===== src/rtl/machine_ctrl.sv =====
// -----------------------------------------------------------------------------
// machine_ctrl: instruction-cycle control sequencer for the RISC CPU.
//
// Decodes the clock generator's 8-phase one-hot phase bus together with the
// latched opcode/zero flag into registered control strobes for the PC,
// instruction register, accumulator, memory and data bus. The strobes that
// belong to the phase sampled at one edge are driven for the following cycle.
//
// Parameters:
//   OP_W         opcode width (encoding fixed: HLT=0 SKZ=1 ADD=2 ANDD=3
//                XORR=4 LDA=5 STO=6 JMP=7)
// Ports:
//   clk          system clock, rising edge
//   rst_n        synchronous active-low reset
//   state        one-hot phase S1..S8 (bit0=S1), 8'h00 = IDLE
//   fetch        high during S1..S4
//   alu_en       high during S7
//   opcode       instruction register opcode field
//   zero         accumulator-zero flag
//   inc_pc, load_pc, load_acc, load_ir, rd, wr, datactl_ena
//                registered control strobes
//   halt         sticky halt indication
//   phase_err    sticky phase-protocol error
//
// Optional feature: define MACHINE_CTRL_PHASE_CHECK_EN to build the phase
// protocol checker that drives phase_err; otherwise phase_err is tied 0.
// -----------------------------------------------------------------------------
module machine_ctrl #(
    parameter int unsigned OP_W = 3
) (
    input  logic            clk,
    input  logic            rst_n,
    input  logic [7:0]      state,
    input  logic            fetch,
    input  logic            alu_en,
    input  logic [OP_W-1:0] opcode,
    input  logic            zero,
    output logic            inc_pc,
    output logic            load_pc,
    output logic            load_acc,
    output logic            load_ir,
    output logic            rd,
    output logic            wr,
    output logic            datactl_ena,
    output logic            halt,
    output logic            phase_err
);

    localparam logic [7:0] PhIdle = 8'h00;
    localparam logic [7:0] PhS1   = 8'h01;
    localparam logic [7:0] PhS2   = 8'h02;
    localparam logic [7:0] PhS3   = 8'h04;
    localparam logic [7:0] PhS4   = 8'h08;
    localparam logic [7:0] PhS5   = 8'h10;
    localparam logic [7:0] PhS6   = 8'h20;
    localparam logic [7:0] PhS7   = 8'h40;
    localparam logic [7:0] PhS8   = 8'h80;

    localparam logic [OP_W-1:0] OpHlt  = OP_W'(0);
    localparam logic [OP_W-1:0] OpSkz  = OP_W'(1);
    localparam logic [OP_W-1:0] OpAdd  = OP_W'(2);
    localparam logic [OP_W-1:0] OpAndd = OP_W'(3);
    localparam logic [OP_W-1:0] OpXorr = OP_W'(4);
    localparam logic [OP_W-1:0] OpLda  = OP_W'(5);
    localparam logic [OP_W-1:0] OpSto  = OP_W'(6);
    localparam logic [OP_W-1:0] OpJmp  = OP_W'(7);

    logic [OP_W-1:0] op_q, op_d;
    logic            zero_q, zero_d;
    logic            halt_d;
    logic            inc_pc_d, load_pc_d, load_acc_d, load_ir_d;
    logic            rd_d, wr_d, datactl_ena_d;
    logic            alu_class;

    // Execute-half decisions only ever look at the opcode latched at S3.
    assign alu_class = (op_q == OpAdd) || (op_q == OpAndd) ||
                       (op_q == OpXorr) || (op_q == OpLda);

    always_comb begin
        inc_pc_d      = 1'b0;
        load_pc_d     = 1'b0;
        load_acc_d    = 1'b0;
        load_ir_d     = 1'b0;
        rd_d          = 1'b0;
        wr_d          = 1'b0;
        datactl_ena_d = 1'b0;
        halt_d        = halt;
        op_d          = op_q;
        zero_d        = zero_q;

        // Once halted every strobe stays low and op_q/zero_q are frozen.
        if (!halt) begin
            unique case (state)
                PhS1: begin
                    if (fetch) begin
                        rd_d      = 1'b1;
                        load_ir_d = 1'b1;
                    end
                end
                PhS2: begin
                    if (fetch) begin
                        rd_d      = 1'b1;
                        load_ir_d = 1'b1;
                        inc_pc_d  = 1'b1;
                    end
                end
                PhS3: begin
                    op_d   = opcode;
                    zero_d = zero;
                end
                PhS4: begin
                    if (op_q == OpHlt) begin
                        halt_d = 1'b1;
                    end else begin
                        inc_pc_d = 1'b1;
                    end
                end
                PhS5: begin
                    rd_d          = alu_class;
                    load_pc_d     = (op_q == OpJmp);
                    datactl_ena_d = (op_q == OpSto);
                end
                PhS6: begin
                    rd_d          = alu_class;
                    load_pc_d     = (op_q == OpJmp);
                    inc_pc_d      = (op_q == OpJmp) || ((op_q == OpSkz) && zero_q);
                    wr_d          = (op_q == OpSto);
                    datactl_ena_d = (op_q == OpSto);
                end
                PhS7: begin
                    rd_d          = alu_class;
                    load_acc_d    = alu_class && alu_en;
                    datactl_ena_d = (op_q == OpSto);
                end
                PhS8: begin
                    inc_pc_d = (op_q == OpSkz) && zero_q;
                end
                default: begin
                    // IDLE or a malformed phase: nothing asserted.
                end
            endcase
        end
    end

    always_ff @(posedge clk) begin
        if (!rst_n) begin
            inc_pc      <= 1'b0;
            load_pc     <= 1'b0;
            load_acc    <= 1'b0;
            load_ir     <= 1'b0;
            rd          <= 1'b0;
            wr          <= 1'b0;
            datactl_ena <= 1'b0;
            halt        <= 1'b0;
            op_q        <= OpHlt;
            zero_q      <= 1'b0;
        end else begin
            inc_pc      <= inc_pc_d;
            load_pc     <= load_pc_d;
            load_acc    <= load_acc_d;
            load_ir     <= load_ir_d;
            rd          <= rd_d;
            wr          <= wr_d;
            datactl_ena <= datactl_ena_d;
            halt        <= halt_d;
            op_q        <= op_d;
            zero_q      <= zero_d;
        end
    end

`ifdef MACHINE_CTRL_PHASE_CHECK_EN
    logic [7:0] prev_q;
    logic [7:0] succ;
    logic       onehot0;
    logic       seq_ok;
    logic       fetch_chk;
    logic       phase_err_d;

    always_comb begin
        onehot0 = ((state & (state - 8'd1)) == 8'd0);
        // The phase ring rotates S8 back to S1; IDLE leads only to S1.
        succ    = (prev_q == PhIdle) ? PhS1 : {prev_q[6:0], prev_q[7]};
        // The generator may sit in IDLE, but only while it is already idle.
        seq_ok  = (state == succ) || ((state == PhIdle) && (prev_q == PhIdle));
        // fetch is unchecked in IDLE and on the first S1 leaving IDLE.
        fetch_chk = (state != PhIdle) && !((state == PhS1) && (prev_q == PhIdle));
        phase_err_d = phase_err || !onehot0 || !seq_ok ||
                      (fetch_chk && (fetch != (|state[3:0]))) ||
                      (alu_en && (state != PhS7));
    end

    always_ff @(posedge clk) begin
        if (!rst_n) begin
            prev_q    <= PhIdle;
            phase_err <= 1'b0;
        end else begin
            prev_q    <= state;
            phase_err <= phase_err_d;
        end
    end
`else
    assign phase_err = 1'b0;
`endif

endmodule


===== config.mk =====
export PLATFORM = sky130hd
export DESIGN_NAME = machine_ctrl
export DESIGN_NICKNAME = d
export VERILOG_FILES = /design/src/rtl/machine_ctrl.sv
export SDC_FILE = /design/constraint.sdc
export NUM_CORES = 1
export LEC_CHECK = 0
export CORE_MARGIN = 2
export CORE_UTILIZATION = 41
export CTS_CLUSTER_DIAMETER = 50
export DETAILED_ROUTE_END_ITERATION = 16
export PLACE_DENSITY_LB_ADDON = 0.3
export SLEW_MARGIN = 25
export SYNTH_ARGS = -nofsm -noshare
export SYNTH_HDL_FRONTEND = slang
export SYNTH_SLANG_ARGS = --single-unit

===== constraint.sdc =====
create_clock -name clk -period 2.2 [get_ports clk]
set_clock_uncertainty 0.1 [all_clocks]
set_input_delay 0.55 -clock clk [delete_from_list [all_inputs] [get_ports clk]]
set_output_delay 0.55 -clock clk [all_outputs]
set_load 0.005 [all_outputs]

# Word level (Yosys, flattened, before mapping)
# Index checks and enable logic that the tools add are counted.
# classes
n_addsub	0
n_mul	0
n_div	0
order_cmp	0
n_eq_ne	15
shift	0
n_mux	7
bitwise_logic	7
n_reduce_logical	17
# ops
op	n
OR reduction 3 bit	6
== test 3 bit (second input constant)	4
== test 8 x 1 -> 1 bit (second input constant)	1
== test 8 x 2 -> 1 bit (second input constant)	1
== test 8 x 3 -> 1 bit (second input constant)	1
== test 8 x 4 -> 1 bit (second input constant)	1
== test 8 x 5 -> 1 bit (second input constant)	1
== test 8 x 6 -> 1 bit (second input constant)	1
== test 8 x 7 -> 1 bit (second input constant)	1
== test 8 bit (second input constant)	1
NOT 1 bit	7
== test 3 x 2 -> 1 bit (second input constant)	2
OR reduction 2 bit	3
2-to-1 mux 1 bit	5
logical OR 1 bit	4
case mux 1 bit (4 select lines)	1
== test 3 x 1 -> 1 bit (second input constant)	1
logical NOT 3 bit	1
logical AND 1 bit	2
case mux 1 bit (2 select lines)	1
AND reduction 2 bit	1
# totals
ff_bits	12
latch_bits	0
mem_bits_rw	0
rom_bits	0
input_bits	16
out_inout_bits	9
elab_cells	56
n_memories	0

# Logic depth before layout (Yosys ltp)
# Gate-level depths: netlist (run 1).
# logic_depth
word_depth	5
depth_mapped	6

# Worst setup path after synthesis (run 1)
# OpenSTA, ideal clock, no wires.
# synth_timing
kind	input-to-reg
from	input port state[5]
to	register op_q[0]
setup_time_ps	116
t_arrival_ps	1519
slack_ps	465
path_stages	6
n_path_buf	2
cell_sequence	buf_6 > nor4_2 > and3_1 > buf_6 > mux2i_1 > nor2b_1
# synth_between
elab_chain_cells	2
# synth_rtl
element	line_no	text
from (decl)	33	input logic [7:0] state,
== test 8 x 3 -> 1 bit	93	unique case (state)
AND reduction 2 bit (no line)	-	
to (signal assigned)	155	op_q <= OpHlt;
to (signal assigned)	166	op_q <= op_d;
to (decl)	68	logic [OP_W-1:0] op_q, op_d;
# Every way passes these cells.
# A chain may end at the register's enable or synchronous reset.

# Worst setup path in the final report (run 1)
# layout_timing
from	input port state[5]
to	register inc_pc
# layout_between
elab_chain_cells	2
elab_cells_between_ends	5
cone_classes	4 x eq/ne; 1 x mux
# layout_rtl
element	line_no	text
== test 8 bit, or another cell as far along	93	
case mux 1 bit (4 select lines) (*)	93	
to (signal assigned)	158	inc_pc <= inc_pc_d;
to (decl)	38	output logic inc_pc,
# Every way passes the cells marked *; elsewhere a longest branch is shown, timed or not.

==> flow_summary.json, run 1 <==
{
  "clk_path_buf_depth": 2,
  "antenna_left": 0,
  "post_cts_resized": 0,
  "arrival_ns": 2.11,
  "worst_hold_path.endpoint": "zero_q",
  "syn_nets": 84,
  "first_pass_iters": 5,
  "layout_setup_ws_ns": 0.204,
  "synth_top_flop_cell": "dfxtp_1",
  "cp-start-kind": "primary input",
  "final.period_utilization": 0.907,
  "grt_pass1_wl_mm": 2.29,
  "reg2reg_slack_ns": 0.82,
  "insertion_delay_ns": 0.27,
  "dp.cells": 110,
  "p_per_area_mw_per_mm2": 449,
  "synthesis.area_um2": 626,
  "yosys.cell_count.top_type": "dfxtp_1",
  "status": "complete, no violations",
  "synth_top_cell_by_area": "dfxtp_1",
  "antenna_found_initial": 0,
  "hold_path_depth": 2,
  "final_layout_size_suffix_gt1_frac": 0.124,
  "ir_drop_mv": 0.292,
  "synth_common_cells": "dfxtp_1, nor2b_1, nand2_1, nor4_1, mux2i_1",
  "rsz0062_at_grt": "no",
  "cap_violations": 0,
  "synthCells": 68,
  "htree_levels": 1,
  "drv_slew": 0,
  "totalWireLength_mm": 1.36,
  "setup_tns_ns": 0,
  "r2r_cells": 3,
  "synth_seq_cells": 12,
  "crit_fanout": 5,
  "drc": 0,
  "first_global_vias": 567,
  "dpl_worst_slack_ns": -0.0371,
  "fmax_mhz": 501,
  "synth_area_leaders": "dfxtp_1, mux2i_1, nor2b_1",
  "gp_congestion": 0.794,
  "synth_edf_count": 0,
  "yosys.area.top_type_share": 0.384,
  "fin_nets": 115,
  "die_w_um": 43.1,
  "cts.clk_slew.worst_paths_ns": 0.07,
  "worstReg2RegEnd": "load_pc",
  "cts_setup_buffers": 0,
  "instances_no_fill": 113,
  "root_buffer": "clkbuf_4",
  "io_pins": 25,
  "holdBufCountCts": 0,
  "cp.required_ns": 2.32,
  "die_h_um": 43.1,
  "grt.overflow.total": 0,
  "area_growth_pct": 46.0,
  "yosys.cell_types.count": 28,
  "layout_min_cycle_time_ns": 2.00,
  "dieArea_mm2": 0.00185,
  "core_area_mm2": 0.00147,
  "finalHoldViolations": 0,
  "fp-row-count": 14,
  "ys_seq_area_frac": 0.384,
  "synthArstFlopShare": 0,
  "setup_viol": 0,
  "wl_per_cell_um": 12.0,
  "leakagePower_nw": 0.300,
  "min-delay-start": "zero_q",
  "worstSetupEndpointType": "flip-flop",
  "num_vias": 579,
  "crit_type": "primary input to flip-flop",
  "grt_max_degree": 8,
  "avgSynthCellArea_um2": 9.20,
  "clock-sinks": 12,
  "min_path_type": "flip-flop to flip-flop",
  "place.port_buffers": 23,
  "cts_tree": "done",
  "hold_slack_ns": 0.420,
  "grt_usage": 0.171,
  "cts_buffers": 3,
  "viasPerCell": 5.12,
  "final_util": 0.621,
  "ys_warn_count": 0,
  "n_antenna_cell": 0,
  "hpwl_mm": 1.06,
  "start_util": 0.425,
  "drt_iter0_markers": 3,
  "reg2reg_from": "op_q[2]"
}
[registers in the layout, indices dropped and copies added, names as in the netlist]
register and flops:
op_q 3, load_acc 1, wr 1, load_pc 1
rd 1, halt 1, inc_pc 1, zero_q 1
load_ir 1, datactl_ena 1
[cell usage in the layout (no fill, tap or decap), drive strengths merged, types with 3 or more instances in the layout]
cell type,synthesis,final
clkdlybuf4s50,0,23
nor4,6,6
nor2b,6,6
buf,3,6
clkbuf,0,3
dfxtp,12,12
nor3,4,4
nand2,5,5
nor2,3,3
xnor2,3,3
mux2i,4,4
[per-layer routing]
layer | track usage | routed length, um | part of all wire
met1 | 0.193 | 611 | 0.45
met2 | 0.285 | 646 | 0.48
met3 | 0.0553 | 60 | 0.044
met4 | 0.0909 | 42 | 0.031
met5 | 0 | 0 | 0
[area by class of cell]
| cell class | count | area (um2) |
|---|---|---|
| tap | 16 | 20.0 |
| sequential | 12 | 240 |
| clock buffer | 3 | 22.5 |
| multi-input combinational | 53 | 355 |
| timing repair buffer | 29 | 275 |
| fill | 140 | 558 |
[stage by stage]
| stage | instance area [um2] | power, W |
|---|---|---|
| global route | 913 | 0.000432 |
| global placement | 891 | 0.000289 |
| floorplan | 626 | 0.000246 |
| CTS | 913 | 0.000415 |
| finish | 913 | 0.000410 |
| detailed placement | 891 | 0.000290 |
[cells by family after synthesis]
family	share of synthesized area
and+or+nand+nor	0.350
buffers and inverters	0.0480
muxes	0.0640
xor gates and xnor gates	0.0700
DFF	0.384
AOI/OAI and AO/OA	0.0780
other	0.00599
[worst max-delay path, cell delays in order]
cell and delay (ns):
clkdlybuf4s50_1 0.56, buf_4 0.16, nor4b_1 0.38, a31oi_1 0.14, nor3_1 0.17, o21a_1 0.15
[where the power goes]
part            total, W  internal, W  switching, W
logic          0.0000676    0.0000413     0.0000263
registers       0.000218     0.000217   0.000000339
clock network   0.000125    0.0000631     0.0000619
total           0.000410     0.000322     0.0000885
[worst max-delay path by stage]
stage / cells after the start / from / end
floorplan: 6 / state[5] / op_q[0]
global placement: 5 / state[6] / op_q[0]
detailed placement: 5 / state[6] / op_q[2]
CTS: 6 / state[5] / inc_pc
global route: 6 / state[5] / inc_pc
finish: 6 / state[5] / inc_pc
No activity file was read; power rests on OpenSTA's default activity.
==> run 2, diff against run 1 <==
--- a/config.mk
+++ b/config.mk
@@ -9,6 +9,7 @@
 export CORE_UTILIZATION = 41
 export CTS_CLUSTER_DIAMETER = 50
 export DETAILED_ROUTE_END_ITERATION = 16
+export GPL_TIMING_DRIVEN = 0
 export PLACE_DENSITY_LB_ADDON = 0.3
 export SLEW_MARGIN = 25
 export SYNTH_ARGS = -nofsm -noshare
==> flow_summary.json, run 2 (synthesis gave the netlist of run 1 again) <==
{
  "leakagePower_nw": 0.292,
  "hpwl_um": 982,
  "wl_per_cell_um": 11.3,
  "stdcell_area_um2": 902,
  "grt.overflow.total": 0,
  "grt_usage": 0.151,
  "core_area_mm2": 0.00147,
  "instances_no_fill": 110,
  "cts_setup_buffers": 0,
  "holdBufCountCts": 0,
  "grt_max_degree": 8,
  "die_h_um": 43.1,
  "clock-sinks": 12,
  "status": "complete, no violations",
  "largest_reg_flops": 3,
  "place.port_buffers": 22,
  "place_area_um2": 866,
  "top_register": "op_q",
  "cts.clk_slew.worst_paths_ns": 0.07,
  "antenna_left": 0,
  "antenna_found_initial": 0,
  "htree_levels": 1,
  "p_per_area_mw_per_mm2": 501,
  "cpMaxStageDelayCell": "clkdlybuf4s50_1",
  "drc": 0,
  "fin_nets": 111,
  "cts_buffers": 3,
  "viasPerCell": 5.25,
  "fillers": 142,
  "post_cts_resized": 0,
  "cp-start-kind": "primary input",
  "cap_violations": 0,
  "rsz0062_at_grt": "no",
  "finalHoldViolations": 0,
  "fp-row-count": 14,
  "fmax_mhz": 479,
  "drt_iter0_markers": 8,
  "dp.cells": 106,
  "final.period_utilization": 0.948,
  "grt_pass1_wl_mm": 2.04,
  "min_path_type": "flip-flop to flip-flop",
  "setup_viol": 0,
  "final_util": 0.613,
  "insertion_delay_ns": 0.28,
  "max_stage_delay_ns": 0.53,
  "n_antenna_cell": 0,
  "io_pins": 25,
  "root_buffer": "clkbuf_4",
  "ir_drop_mv": 0.254,
  "first_pass_iters": 4,
  "clk_path_buf_depth": 2,
  "first_global_vias": 485,
  "layout_min_cycle_time_ns": 2.09,
  "gp_congestion": 0.802,
  "totalWireLength_mm": 1.25,
  "cts_tree": "done",
  "drv_slew": 0,
  "crit_fanout": 7,
  "worstSetupEndpointType": "flip-flop",
  "final_common_cell": "clkdlybuf4s50_1",
  "crit_chain": "clkdlybuf4s50_1, nor4_2, and3_1, buf_6, mux2i_1, nor2b_1",
  "final_cell_mix": "clkdlybuf4s50_1, dfxtp_1, nor2b_1, nand2_1, nor4_1",
  "area_growth_pct": 44.2,
  "die_w_um": 43.1,
  "num_vias": 578,
  "cp.required_ns": 2.27,
  "arrival_ns": 2.16,
  "dieArea_mm2": 0.00185,
  "final_layout_size_suffix_gt1_frac": 0.106,
  "crit_type": "primary input to flip-flop",
  "start_util": 0.425
}
run 2: critical path, delay by kind of cell:
| family | cells | cell delay [ns] |
|---|---|---|
| mux | 1 | 0.19 |
| buf+inv | 2 | 0.65 |
| simple gates | 3 | 0.77 |
run 2: worst paths after layout:
check                start       to  slack, ns  cells past startpoint
setup reg to reg   op_q[2]  load_pc       0.86                      3
setup / recovery  state[4]  op_q[0]       0.11                      6
hold / removal      zero_q   zero_q       0.41                      2
hold reg to reg     zero_q   zero_q       0.41                      2
run 2: power breakdown:
part	internal, W	switching (W)	total [W]
combinational	0.0000366	0.0000244	0.0000610
sequential	0.000217	0.000000316	0.000218
clock	0.000101	0.0000729	0.000174
total	0.000355	0.0000976	0.000452
run 2: layout make-up:
type	instances	area (um2)	area share
sequential	12	240	0.266
clock buffer	4	36.3	0.0402
timing repair buffer	22	220	0.244
multi-input combinational	53	355	0.394
buffer	3	30.0	0.0333
tap	16	20.0	0.0222
run 2: per-layer routing:
metal	up-vias	GRT usage	share of wire
met5	-	0	0
met4	0	0.127	0.040
met3	5	0.0255	0.050
met2	18	0.212	0.44
met1	259	0.196	0.47
li1	296	-	-
run 2: per-stage QoR:
| step | hold slack, ns | setup TNS [ns] | power [W] | worst slack (ns) |
|---|---|---|---|---|
| finish | 0.413 | 0 | 0.000452 | 0.114 |
| global placement | 0.398 | -0.521 | 0.000282 | -0.133 |
| CTS | 0.422 | 0 | 0.000458 | 0.110 |
| global route | 0.452 | 0 | 0.000473 | 0.0258 |
| detailed placement | 0.408 | -0.778 | 0.000283 | -0.205 |
| floorplan | 0.364 | 0 | 0.000246 | 0.465 |
